## src/rtl/snake_pkg.sv

```systemverilog
// Shared state encoding and direction codes for the snake game-control slice.
package snake_pkg;

  localparam int unsigned STATE_W = 3;
  localparam int unsigned DIR_W   = 4;
  localparam int unsigned LEN_W   = 3;
  localparam int unsigned NUM_BTN = 5;

  localparam logic [2:0] IDLE  = 3'd0;
  localparam logic [2:0] PLAY  = 3'd1;
  localparam logic [2:0] OVER  = 3'd2;
  localparam logic [2:0] WIN   = 3'd3;
  localparam logic [2:0] PAUSE = 3'd4;

  localparam logic [3:0] DIR_STOP = 4'b0000;
  localparam logic [3:0] DIR_L    = 4'b0001;
  localparam logic [3:0] DIR_R    = 4'b0010;
  localparam logic [3:0] DIR_U    = 4'b0100;
  localparam logic [3:0] DIR_D    = 4'b1000;

  // Reverse of a committed direction; STOP has no reverse.
  function automatic logic [3:0] dir_opposite(input logic [3:0] d);
    case (d)
      DIR_L:   return DIR_R;
      DIR_R:   return DIR_L;
      DIR_U:   return DIR_D;
      DIR_D:   return DIR_U;
      default: return DIR_STOP;
    endcase
  endfunction

  // Simultaneous presses {D,U,R,L} resolve with L > R > U > D.
  function automatic logic [3:0] dir_select(input logic [3:0] presses);
    if (presses[0])      return DIR_L;
    else if (presses[1]) return DIR_R;
    else if (presses[2]) return DIR_U;
    else if (presses[3]) return DIR_D;
    else                 return DIR_STOP;
  endfunction

endpackage

```

## src/rtl/btn_debounce.sv

```systemverilog
// Push-button conditioner: 2-flop synchroniser, stability counter and one-cycle press pulse.
module btn_debounce
  import snake_pkg::*;
#(
  parameter int unsigned DEBOUNCE_CYCLES = 1_000_000
) (
  input  logic CLK100MHZ,
  input  logic reset,
  input  logic btn,
  output logic press
);

  localparam int unsigned CNT_W = (DEBOUNCE_CYCLES > 1) ? $clog2(DEBOUNCE_CYCLES) : 1;

  logic [1:0]       sync_q;
  logic             stable_q;
  logic [CNT_W-1:0] cnt_q;
  logic             accept_c;

  assign accept_c = (sync_q[1] != stable_q) && (cnt_q == CNT_W'(DEBOUNCE_CYCLES - 1));

  // Stable state resets to "pressed" so a button held through reset needs a release first.
  always_ff @(posedge CLK100MHZ or posedge reset) begin
    if (reset) begin
      sync_q   <= 2'b11;
      stable_q <= 1'b1;
      cnt_q    <= '0;
      press    <= 1'b0;
    end else begin
      sync_q <= {sync_q[0], btn};
      press  <= accept_c && sync_q[1];
      if (sync_q[1] == stable_q) begin
        cnt_q <= '0;
      end else if (accept_c) begin
        cnt_q    <= '0;
        stable_q <= sync_q[1];
      end else begin
        cnt_q <= cnt_q + CNT_W'(1);
      end
    end
  end

endmodule

```

## src/rtl/snake_game_ctrl.sv

```systemverilog
// Snake game control: button conditioning, move ticks, length and IDLE/PLAY/OVER/WIN sequencing.
// Build option: define PAUSE_EN to add a start-button pause state during play.
module snake_game_ctrl
  import snake_pkg::*;
#(
  parameter int unsigned SLOW_DIV        = 25_000_000,
  parameter int unsigned FAST_DIV        = 12_500_000,
  parameter int unsigned DEBOUNCE_CYCLES = 1_000_000,
  parameter int unsigned MAX_LENGTH      = 6,
  parameter int unsigned WIN_HOLD_TICKS  = 12
) (
  input  logic             CLK100MHZ,
  input  logic             reset,
  input  logic             btn_left,
  input  logic             btn_right,
  input  logic             btn_up,
  input  logic             btn_down,
  input  logic             btn_start,
  input  logic             sw_level,
  input  logic             head,
  input  logic             apple,
  input  logic             gameOver,
  output logic [DIR_W-1:0] direction,
  output logic [LEN_W-1:0] length,
  output logic             level,
  output logic             over,
  output logic             i_speaker,
  output logic             update_clk,
  output logic             update_clk_fast
);

  localparam int unsigned SLOW_W = $clog2(SLOW_DIV);
  localparam int unsigned FAST_W = $clog2(FAST_DIV);
  localparam int unsigned HOLD_W = $clog2(WIN_HOLD_TICKS + 1);

  logic [NUM_BTN-1:0] btn_raw;
  logic [NUM_BTN-1:0] press;

  assign btn_raw = {btn_start, btn_down, btn_up, btn_right, btn_left};

  for (genvar i = 0; i < NUM_BTN; i++) begin : g_btn
    btn_debounce #(
      .DEBOUNCE_CYCLES(DEBOUNCE_CYCLES)
    ) u_debounce (
      .CLK100MHZ(CLK100MHZ),
      .reset    (reset),
      .btn      (btn_raw[i]),
      .press    (press[i])
    );
  end

  // Renderer flags and the level switch are asynchronous to this block.
  logic [3:0] flag_meta, flag_sync;
  logic       head_s, apple_s, gameover_s, sw_level_s;

  always_ff @(posedge CLK100MHZ or posedge reset) begin
    if (reset) begin
      flag_meta <= 4'b1000;
      flag_sync <= 4'b1000;
    end else begin
      flag_meta <= {sw_level, gameOver, apple, head};
      flag_sync <= flag_meta;
    end
  end

  assign head_s     = flag_sync[0];
  assign apple_s    = flag_sync[1];
  assign gameover_s = flag_sync[2];
  assign sw_level_s = flag_sync[3];

  // Free-running move-tick dividers; the strobe rises on the edge the count wraps to 0.
  logic [SLOW_W-1:0] slow_cnt;
  logic [FAST_W-1:0] fast_cnt;
  logic              slow_wrap_c, fast_wrap_c, active_tick_c;

  assign slow_wrap_c   = (slow_cnt == SLOW_W'(SLOW_DIV - 1));
  assign fast_wrap_c   = (fast_cnt == FAST_W'(FAST_DIV - 1));
  assign active_tick_c = level ? slow_wrap_c : fast_wrap_c;

  always_ff @(posedge CLK100MHZ or posedge reset) begin
    if (reset) begin
      slow_cnt        <= '0;
      fast_cnt        <= '0;
      update_clk      <= 1'b0;
      update_clk_fast <= 1'b0;
    end else begin
      slow_cnt        <= slow_wrap_c ? '0 : slow_cnt + SLOW_W'(1);
      fast_cnt        <= fast_wrap_c ? '0 : fast_cnt + FAST_W'(1);
      update_clk      <= slow_wrap_c;
      update_clk_fast <= fast_wrap_c;
    end
  end

  logic [STATE_W-1:0] state, state_d;
  logic [DIR_W-1:0]   cur_dir, cur_dir_d, pending, pending_d, direction_d, move_c;
  logic [LEN_W-1:0]   length_d;
  logic [HOLD_W-1:0]  win_cnt, win_cnt_d;
  logic               eat_q, eat_d, level_d, over_d, speaker_d;
  logic               start_c, eat_c;

  assign start_c = press[4];
  assign eat_c   = head_s & apple_s;
  assign move_c  = dir_select(press[3:0]);

  always_ff @(posedge CLK100MHZ or posedge reset) begin
    if (reset) begin
      state     <= IDLE;
      cur_dir   <= DIR_STOP;
      pending   <= DIR_STOP;
      eat_q     <= 1'b0;
      win_cnt   <= '0;
      direction <= DIR_STOP;
      length    <= '0;
      level     <= 1'b1;
      over      <= 1'b0;
      i_speaker <= 1'b0;
    end else begin
      state     <= state_d;
      cur_dir   <= cur_dir_d;
      pending   <= pending_d;
      eat_q     <= eat_d;
      win_cnt   <= win_cnt_d;
      direction <= direction_d;
      length    <= length_d;
      level     <= level_d;
      over      <= over_d;
      i_speaker <= speaker_d;
    end
  end

  always_comb begin
    state_d     = state;
    cur_dir_d   = cur_dir;
    pending_d   = pending;
    eat_d       = eat_q;
    win_cnt_d   = win_cnt;
    direction_d = direction;
    length_d    = length;
    level_d     = level;
    over_d      = over;
    speaker_d   = i_speaker;

    case (state)
      IDLE: begin
        direction_d = DIR_STOP;
        cur_dir_d   = DIR_STOP;
        length_d    = '0;
        over_d      = 1'b0;
        speaker_d   = 1'b0;
        eat_d       = 1'b0;
        if (start_c) begin
          level_d   = sw_level_s;
          pending_d = DIR_R;
          state_d   = PLAY;
        end
      end

      PLAY: begin
        // Reversal is judged against the committed direction; a tick commits the newest choice.
        if ((move_c != DIR_STOP) && (move_c != dir_opposite(cur_dir))) begin
          pending_d = move_c;
        end
        if (gameover_s) begin
          state_d     = OVER;
          over_d      = 1'b1;
          direction_d = DIR_STOP;
`ifdef PAUSE_EN
        end else if (start_c) begin
          state_d     = PAUSE;
          direction_d = DIR_STOP;
`endif
        end else if (active_tick_c) begin
          cur_dir_d   = pending_d;
          direction_d = pending_d;
          eat_d       = 1'b0;
        end else if (eat_c && !eat_q) begin
          eat_d    = 1'b1;
          length_d = (length == LEN_W'(MAX_LENGTH)) ? length : length + LEN_W'(1);
          if (length_d == LEN_W'(MAX_LENGTH)) begin
            state_d     = WIN;
            speaker_d   = 1'b1;
            direction_d = DIR_STOP;
            win_cnt_d   = '0;
          end
        end
      end

      OVER: begin
        over_d      = 1'b1;
        direction_d = DIR_STOP;
        if (start_c) begin
          state_d  = IDLE;
          over_d   = 1'b0;
          length_d = '0;
        end
      end

      WIN: begin
        speaker_d   = 1'b1;
        direction_d = DIR_STOP;
        if (start_c || (slow_wrap_c && (win_cnt == HOLD_W'(WIN_HOLD_TICKS - 1)))) begin
          state_d   = IDLE;
          speaker_d = 1'b0;
          length_d  = '0;
        end else if (slow_wrap_c) begin
          win_cnt_d = win_cnt + HOLD_W'(1);
        end
      end

      PAUSE: begin
`ifdef PAUSE_EN
        direction_d = DIR_STOP;
        if (start_c) begin
          state_d     = PLAY;
          direction_d = cur_dir;
        end
`else
        state_d = IDLE;
`endif
      end

      default: state_d = IDLE;
    endcase
  end

endmodule

```

## config.mk

```make
export PLATFORM = sky130hd
export DESIGN_NAME = snake_game_ctrl
export DESIGN_NICKNAME = d
export VERILOG_FILES = /design/src/rtl/snake_pkg.sv /design/src/rtl/btn_debounce.sv /design/src/rtl/snake_game_ctrl.sv
export SDC_FILE = /design/constraint.sdc
export NUM_CORES = 1
export LEC_CHECK = 0
export ABC_AREA = 1
export ABC_CLOCK_PERIOD_IN_PS = 8600
export CORE_MARGIN = 2
export CORE_UTILIZATION = 60
export DETAILED_ROUTE_END_ITERATION = 10
export PLACE_DENSITY = 0.77
export SLEW_MARGIN = 40
export SYNTH_ARGS = -nofsm -noshare
export SYNTH_HDL_FRONTEND = slang
export SYNTH_SLANG_ARGS = --single-unit
```

## constraint.sdc

```tcl
create_clock -name CLK100MHZ -period 8.6 [get_ports CLK100MHZ]
set_input_delay 1.72 -clock CLK100MHZ [delete_from_list [all_inputs] [get_ports CLK100MHZ]]
set_output_delay 1.72 -clock CLK100MHZ [all_outputs]
set_load 0.02 [all_outputs]
```

==> metrics.csv <==
metric;value;unit
min_period;3.372;ns
synth.distinct_cells;43;
synthArstFlopShare;100.0;%
post_cts_buffers;0;
worst_pin_slew;0.6682;ns
diodes;0;
boundaryPins;23;
row_count;48;
dieWidth;137.1;um
routed_wl;21250;um
drc_errors;0;
clock_latency;0.51;ns
cts_buffers;23;
synth_ff_type;dfrtp_1;
setup_violations;0;
p_leak;5.580;nW
rrSetupSlack;6.06;ns
final_cells;1614;
io_buffers;22;
ant_nets;0;
crit_buf_inv;1;
fillers;1387;
first_iter_violations;637;
grt_first_pass_wirelength;36780;um
syn-num-nets;1358;
synth_edf_count;0;
start_util;61.48;%
area_growth;12.24;%
hpwlAfterDp;15040;um
hold_buffers;0;
wire_per_inst;13.17;um
final.setup_skew;0.01689;ns
rsz0062_at_grt;no;
fmax;296.5;MHz
crit_arrival;1.65;ns
die_h;137.1;um
overflow;0;
p_total;2.052;mW
cts_tree;built;
avgViaCountPerCell;5.298;
worstReg2RegStart;state[1];
vdd_ir_drop_max;0.1899;mV
cap_violations;0;
crit_type;flop to primary output;
fp.dieArea;18800;um^2
path_cells;clkdlybuf4s50_1;
core;17300;um^2
seq_area_frac_synth;48.22;%
end_kind;primary output;
syn_inst;1332;
grt_max_degree;137;
relSlewSlack;55.45;%
final_max_slew_viol_count;0;
worstHoldStart;flag_meta[0];
clk_pin_slew_worst_paths;0.06;ns
crit_slowest_cell;clkdlybuf4s50_1;
fin_crit_sh;39.21;%
syn_area_per_cell;7.983;um^2
grtUsageTotal;23.76;%
fin_tns_setup;0;ns
dp.cells;1573;
syn_area;10630;um^2
path_max_fanout;3;
cts.path.max_buffers;3;
place_congestion;0.9429;
holdPathStages;0;
slowest_delay;0.60;ns
first_pass_iters;5;
cts_max_level;1;
drive_above_1_share;6.551;%
ff2ff_path_depth;8;
cts_num_sinks;204;
hold_violations;0;
r2r-end;direction[2];
grt_pass1_vias;8083;
critPathLaunchType;flop;
crit_family;buffers and inverters;
fin_nets;1399;
antenna_found_initial;0;
status;complete, no violations;
cts_resized;0;
min_path_type;flop to flop;
cp_data_required_time;6.88;ns
power_density;171.9;nW/um^2
ys_ff_latch;204;
hold_end;flag_sync[0];
root_buffer;clkbuf_16;
synth_warnings;0;
via_count;8551;
[Yosys cell counts, types with 4 or more instances]
master    instances  area share [%]
nand2_1         253             8.9
nor2_1          213             7.5
inv_1           202             7.1
dfrtp_1         186              44
nand3_1          77             3.6
nor3_1           77             3.6
nand4_1          50             2.9
xor2_1           49             4.0
a21oi_1          37             1.7
o21ai_0          30             1.4
xnor2_1          20             1.6
dfstp_2          18             4.4
nor4_1           18             1.1
ha_1             15             1.8
a211oi_1         10            0.71
o21a_1            8            0.56
a31oi_1           6            0.35
nand2_2           6            0.35
nor2_2            6            0.35
nand3_2           5            0.47
o21bai_1          5            0.35
nor2_4            4            0.42
[flip-flops by register name, summed over array words and instances (netlist names), 3 cells and up]
name,count
length,3
g_btn.u_debounce.sync_q,10
win_cnt,4
flag_meta,4
flag_sync,4
slow_cnt,25
g_btn.u_debounce.press,5
fast_cnt,24
cur_dir,4
g_btn.u_debounce.cnt_q,100
pending,4
g_btn.u_debounce.stable_q,5
direction,4
[logic make-up after synthesis]
logic type	after synthesis	synth area share [%]
XOR/XNOR	69	5.683
adder cells (fa/ha/maj)	15	1.765
AND/OR/NAND/NOR	726	30.94
buffers and inverters	211	7.519
flip-flops	204	48.22
AO/OA/AOI/OAI	107	5.871
[where the power goes]
part           switching [mW]  total, mW  internal, mW
registers             0.00627      0.979         0.973
logic                  0.0349     0.0482        0.0133
clock network           0.376       1.02         0.649
total                   0.417       2.05          1.63
[metrics by stage]
stage                     utilization, %  cell area, um^2  setup WS [ns]  hold WS (ns)
after floorplan                        -            10630          1.342        0.3312
after global placement             64.27            11120          4.739        0.3349
after detailed placement           64.32            11130          5.132        0.3347
after CTS                          69.00            11940          5.202        0.3470
after global routing               69.00            11940          5.163        0.3548
final                              69.00            11940          5.228        0.3459
[cells in the final DEF (no fill, tap or decap), types with 6 or more instances in the layout]
| cell type | n |
|---|---|
| nand2_1 | 253 |
| nor2_1 | 213 |
| inv_1 | 201 |
| dfrtp_1 | 186 |
| nand3_1 | 77 |
| nor3_1 | 77 |
| nand4_1 | 50 |
| xor2_1 | 49 |
| a21oi_1 | 37 |
| o21ai_0 | 30 |
| clkbuf_16 | 23 |
| clkdlybuf4s50_1 | 22 |
| xnor2_1 | 20 |
| nor4_1 | 18 |
| dfstp_2 | 18 |
| ha_1 | 15 |
| a211oi_1 | 10 |
| o21a_1 | 8 |
| clkbuf_8 | 8 |
| nor2_2 | 6 |
| a31oi_1 | 6 |
| nand2_2 | 6 |
[layer usage]
| metal | share of wire [%] | global-route usage, % | vias up |
|---|---|---|---|
| li1 | - | - | 4374 |
| met1 | 48 | 33.59 | 3944 |
| met2 | 46 | 38.39 | 196 |
| met3 | 4.1 | 3.407 | 37 |
| met4 | 2.1 | 6.758 | 0 |
| met5 | 0 | 0 | - |
[worst max-delay path by stage]
stage	from	endpoint	slack [ns]	cells after the start
after floorplan	reset	cur_dir[0]	1.34	1
after global placement	reset	slow_cnt[20]	4.74	3
after detailed placement	reset	slow_cnt[20]	5.13	3
after CTS	level	level	5.20	1
after global routing	level	level	5.16	1
final	level	level	5.23	1
[layout make-up]
class	instances	area [um^2]	share of cell area, %
Clock buffer	35	700.7	5.871
Clock inverter	6	108.9	0.9120
Inverter	204	778.2	6.521
Multi-Input combinational cell	917	4707	39.44
Sequential cell	204	5127	42.96
Tap cell	225	281.5	2.359
Timing Repair Buffer	23	231.5	1.939
Power figures use the tool's default switching activity.
